--- config.mk ---
export PLATFORM = sky130hd
export DESIGN_NAME = irq_controller
export DESIGN_NICKNAME = d
export VERILOG_FILES = /design/src/rtl/bwzz_pkg.sv /design/src/rtl/irq_prio_enc.sv /design/src/rtl/irq_controller.sv
export SDC_FILE = /design/constraint.sdc
export NUM_CORES = 1
export LEC_CHECK = 0
export ABC_AREA = 1
export BUFFER_PORTS_ARGS = -buffer_cell sky130_fd_sc_hd__buf_2
export CORE_MARGIN = 10
export CORE_UTILIZATION = 55
export CTS_CLUSTER_DIAMETER = 60
export DETAILED_ROUTE_END_ITERATION = 8
export GPL_ROUTABILITY_DRIVEN = 0
export MAX_ROUTING_LAYER = met4
export PLACE_DENSITY = 0.89
export SETUP_SLACK_MARGIN = 0.1
export SYNTH_ARGS = -nofsm -noshare
export SYNTH_HDL_FRONTEND = slang
export SYNTH_SLANG_ARGS = --single-unit
export TNS_END_PERCENT = 10
--- constraint.sdc ---
create_clock -name clk -period 2.4 [get_ports clk]
set_input_delay 0.12 -clock clk [delete_from_list [all_inputs] [get_ports clk]]
set_output_delay 0.12 -clock clk [all_outputs]
set_load 0.01 [all_outputs]
--- src/rtl/bwzz_pkg.sv ---
// Shared definitions for the interrupt controller that feeds the BWZZ processor.
// State encoding and the default cool-down length live here.
package bwzz_pkg;

  typedef enum logic [1:0] {
    ST_IDLE     = 2'd0,
    ST_SIGNAL   = 2'd1,
    ST_WAIT_RTI = 2'd2,
    ST_COOLDOWN = 2'd3
  } irq_state_t;

  localparam int COOLDOWN_DEFAULT = 3;

endpackage

--- src/rtl/irq_prio_enc.sv ---
// Fixed-priority encoder: reports the lowest set request bit as an index plus a valid flag.
module irq_prio_enc #(
  parameter int NUM_SRC = 4,
  parameter int VEC_W   = 2
) (
  input  logic [NUM_SRC-1:0] req,
  output logic [VEC_W-1:0]   idx,
  output logic               valid
);

  // Scan from the top down so the lowest set bit is the last (winning) assignment.
  always_comb begin
    idx   = '0;
    valid = 1'b0;
    for (int i = NUM_SRC - 1; i >= 0; i--) begin
      if (req[i]) begin
        idx   = VEC_W'(i);
        valid = 1'b1;
      end
    end
  end

endmodule

--- src/rtl/irq_controller.sv ---
// Edge-capturing, maskable, fixed-priority interrupt controller issuing one pulse per service
// and holding off new pulses until rti plus a cool-down.
module irq_controller
  import bwzz_pkg::*;
#(
  parameter int NUM_SRC  = 4,
  parameter int VEC_W    = 2,
  parameter int COOLDOWN = COOLDOWN_DEFAULT
) (
  input  logic               clk,
  input  logic               reset,
  input  logic [NUM_SRC-1:0] irq,
  input  logic               mask_we,
  input  logic [NUM_SRC-1:0] mask_wdata,
  input  logic               rti,
  output logic               interrupt,
  output logic [VEC_W-1:0]   vector,
  output logic               in_service,
  output logic [NUM_SRC-1:0] pending
);

  localparam int CNT_W = (COOLDOWN < 1) ? 1 : $clog2(COOLDOWN + 1);

  irq_state_t         state_reg, state_next;
  logic [NUM_SRC-1:0] pending_reg, pending_next;
  logic [NUM_SRC-1:0] mask_reg, mask_next;
  logic [NUM_SRC-1:0] irq_q;
  logic [CNT_W-1:0]   cnt_reg, cnt_next;
  logic               interrupt_reg, interrupt_next;
  logic [VEC_W-1:0]   vector_reg, vector_next;
  logic               in_service_reg, in_service_next;

  logic [NUM_SRC-1:0] rise;
  logic [NUM_SRC-1:0] eligible;
  logic [NUM_SRC-1:0] clr;
  logic [VEC_W-1:0]   sel_idx;
  logic               sel_valid;

  assign rise     = irq & ~irq_q;
  assign eligible = pending_reg & mask_reg;

  irq_prio_enc #(
    .NUM_SRC(NUM_SRC),
    .VEC_W  (VEC_W)
  ) u_prio (
    .req  (eligible),
    .idx  (sel_idx),
    .valid(sel_valid)
  );

  always_comb begin
    state_next      = state_reg;
    cnt_next        = cnt_reg;
    vector_next     = vector_reg;
    interrupt_next  = 1'b0;
    in_service_next = in_service_reg;
    clr             = '0;
    case (state_reg)
      ST_IDLE: begin
        if (sel_valid) begin
          vector_next     = sel_idx;
          interrupt_next  = 1'b1;
          in_service_next = 1'b1;
          clr             = NUM_SRC'(1) << sel_idx;
          state_next      = ST_SIGNAL;
        end
      end
      ST_SIGNAL: state_next = ST_WAIT_RTI;
      ST_WAIT_RTI: begin
        if (rti) begin
          in_service_next = 1'b0;
          if (COOLDOWN == 0) begin
            state_next = ST_IDLE;
          end else begin
            cnt_next   = CNT_W'(COOLDOWN);
            state_next = ST_COOLDOWN;
          end
        end
      end
      ST_COOLDOWN: begin
        if (cnt_reg <= CNT_W'(1)) begin
          cnt_next   = '0;
          state_next = ST_IDLE;
        end else begin
          cnt_next = cnt_reg - CNT_W'(1);
        end
      end
      default: state_next = ST_IDLE;
    endcase
    // A fresh rise on the bit being cleared keeps it pending.
    pending_next = (pending_reg & ~clr) | rise;
    mask_next    = mask_we ? mask_wdata : mask_reg;
  end

  always_ff @(posedge clk or posedge reset) begin
    if (reset) begin
      state_reg      <= ST_IDLE;
      pending_reg    <= '0;
      mask_reg       <= '1;
      irq_q          <= '0;
      cnt_reg        <= '0;
      interrupt_reg  <= 1'b0;
      vector_reg     <= '0;
      in_service_reg <= 1'b0;
    end else begin
      state_reg      <= state_next;
      pending_reg    <= pending_next;
      mask_reg       <= mask_next;
      irq_q          <= irq;
      cnt_reg        <= cnt_next;
      interrupt_reg  <= interrupt_next;
      vector_reg     <= vector_next;
      in_service_reg <= in_service_next;
    end
  end

  assign interrupt  = interrupt_reg;
  assign vector     = vector_reg;
  assign in_service = in_service_reg;
  assign pending    = pending_reg;

endmodule

==> flow_summary.json <==
{
  "reg2reg_depth": 7,
  "synthesis.nets": 113,
  "dr_wl_met2_um": 935,
  "die_y_um": 60.6,
  "h-tree-depth": 1,
  "async_flop_share": 1.00,
  "run_status": "completed",
  "worstPathRequired_ns": 2.60,
  "hpwl_um": 1450,
  "synth-seq-area-share": 0.559,
  "top_layer": "met4",
  "grt_max_degree": 21,
  "final.period_utilization": 0.554,
  "clk_latency_ns": 0.30,
  "multi_input_area_um2": 343,
  "yosys.cell_types.count": 18,
  "portBuffers": 19,
  "drc": 0,
  "fin_skew_ns": 0.00436,
  "synth_edf_count": 0,
  "drtIter0Drc": 19,
  "irDropWorstVdd_v": 0.000655,
  "die_width_um": 60.6,
  "crit_type": "reg -> reg",
  "avgViaCountPerCell": 5.08,
  "seq_area_um2": 505,
  "diodes": 0,
  "cts_tree": "built",
  "die_area_um2": 3670,
  "coreArea_um2": 1520,
  "synth.area.top_cells": "dfrtp_1 44%, dfstp_2 12%, nand2_1 10%, ha_1 5.5%, inv_1 5.0%",
  "yosysMostFrequentCell": "nand2_1",
  "hold_class": "in -> reg",
  "n_fill_cell": 124,
  "ys.flop_type": "dfrtp_1",
  "yosysWarnings": 0,
  "start_util": 0.594,
  "leakagePower_nw": 0.589,
  "drive_gt1_frac": 0.320,
  "wl_met1_um": 767,
  "rrSetupSlack_ns": 1.07,
  "io_pins": 20,
  "synth.top_cells.by_count": "24 x nand2_1, 16 x dfrtp_1, 12 x inv_1",
  "crit_arrival_ns": 1.53,
  "synth_area_per_cell_um2": 9.33,
  "start_kind": "flop",
  "maxSlewViolCount": 0,
  "post_cts_buffers": 0,
  "syn_inst": 97,
  "synth_top_cell_by_area": "dfrtp_1",
  "dp.cells": 132,
  "clk_path_buf_depth": 2,
  "crit_path_max_fanout": 4,
  "clkSlewWorstSetupHoldPaths_ns": 0.11,
  "firstDrtPassIters": 4,
  "grt_overflow_total": 0,
  "final_nets": 142,
  "antenna_found_initial": 0,
  "instances_no_fill": 141,
  "fmax_mhz": 751,
  "end_kind": "flop",
  "finalCriticalPeriod_ns": 1.33,
  "num_vias": 716,
  "cts_sinks": 20,
  "synth_seq_cells": 20,
  "syn_area_um2": 905,
  "min_path_cells": 3,
  "grt_pass1_vias": 729,
  "cts_buffers": 3,
  "cts_root_buf": "clkbuf_4",
  "num_rows": 14,
  "wire_per_inst_um": 13.0,
  "synth_top_area_frac": 0.443,
  "tightest_slew_ns": 0.703,
  "rsz0062_at_grt": "no",
  "tns_ns": 0,
  "dr_wl_met3_um": 94,
  "syn_to_final_growth_pct": 24.1,
  "finalSetupViolCount": 0,
  "grtUsageTotal": 0.116,
  "cellPowerDensity_nw_per_um2": 1180,
  "drt_wl_total_um": 1830,
  "maxSlewHeadroom": 0.531,
  "cap_violations": 0,
  "antenna_left": 0,
  "grt_pass1_wl_um": 3150,
  "hold_viol": 0
}
cells by family after synthesis:
logic type / synth area share
flops: 0.559
buf+inv: 0.0622
simple gates: 0.219
mux: 0.0124
fa+ha+maj: 0.0553
compound gates: 0.0927
path summary, 6_finish.rpt:
check	start	endpoint
max	state_reg[0]$_DFFE_PP0P_	pending[3]$_DFF_PP0_
min	mask_wdata[0]	mask_reg[0]$_DFFE_PP1P_
max reg2reg	state_reg[0]$_DFFE_PP0P_	pending[3]$_DFF_PP0_
min reg2reg	irq_q[3]$_DFF_PP0_	pending[3]$_DFF_PP0_
max in group asynchronous	reset	interrupt$_DFF_PP0_
min in group asynchronous	reset	in_service$_DFFE_PP0P_
worst max-delay path, stage by stage (launching register included):
cell     delay (ns)
dfrtp_1        0.41
inv_1          0.10
ha_1           0.21
nand2_1        0.13
nor2_4         0.12
inv_2          0.06
o21ai_1        0.12
o21ai_1        0.08
metal layers:
metal,vias up,GRT usage
met5,-,-
li1,363,-
met3,4,0.0209
met4,0,0.0627
met2,22,0.196
met1,327,0.126
final cells by class:
cell class / instances / area share
Sequential cell: 20 / 0.450
Clock buffer: 3 / 0.0201
Timing Repair Buffer: 24 / 0.129
Clock inverter: 1 / 0.0268
Multi-Input combinational cell: 62 / 0.305
Inverter: 15 / 0.0502
Tap cell: 16 / 0.0178
what timing repair did:
item | CTS | global route
gates resized for setup | 0 | 0
endpoints found under the hold margin | 20 | 0
hold buffers | 5 | 0
placed cells by master (no fill, tap or decap), drive strengths merged:
cell	instances
nand3	3
nand4	2
clkbuf	3
dfstp	4
dfrtp	16
nand2	28
bufinv	1
mux2	1
ha	4
nor2	6
o21ai	16
buf	19
dlygate4sd3	5
or2	2
inv	15
through the flow:
step | hold slack, ns | area [um^2] | util | total power [mW] | worst slack (ns)
3_5_place_dp | 0.245 | 1020 | 0.669 | 1.06 | 1.08
6_report | 0.0175 | 1120 | 0.736 | 1.33 | 1.07
2_1_floorplan | 0.0809 | 905 | - | 0.902 | 1.19
5_1_grt | 0.0420 | 1120 | 0.736 | 1.44 | 0.933
3_3_place_gp | 0.242 | 1020 | 0.669 | 1.03 | 1.12
4_1_cts | 0.0197 | 1120 | 0.736 | 1.34 | 1.06
power breakdown:
group	leakage [nW]	switching, mW	total, mW	internal (mW)
registers	0.224	0.0700	0.515	0.445
logic	0.338	0.318	0.543	0.224
clock network	0.0279	0.102	0.271	0.169
total	0.589	0.491	1.33	0.839
Note: power is estimated with default switching activity, not from simulation.
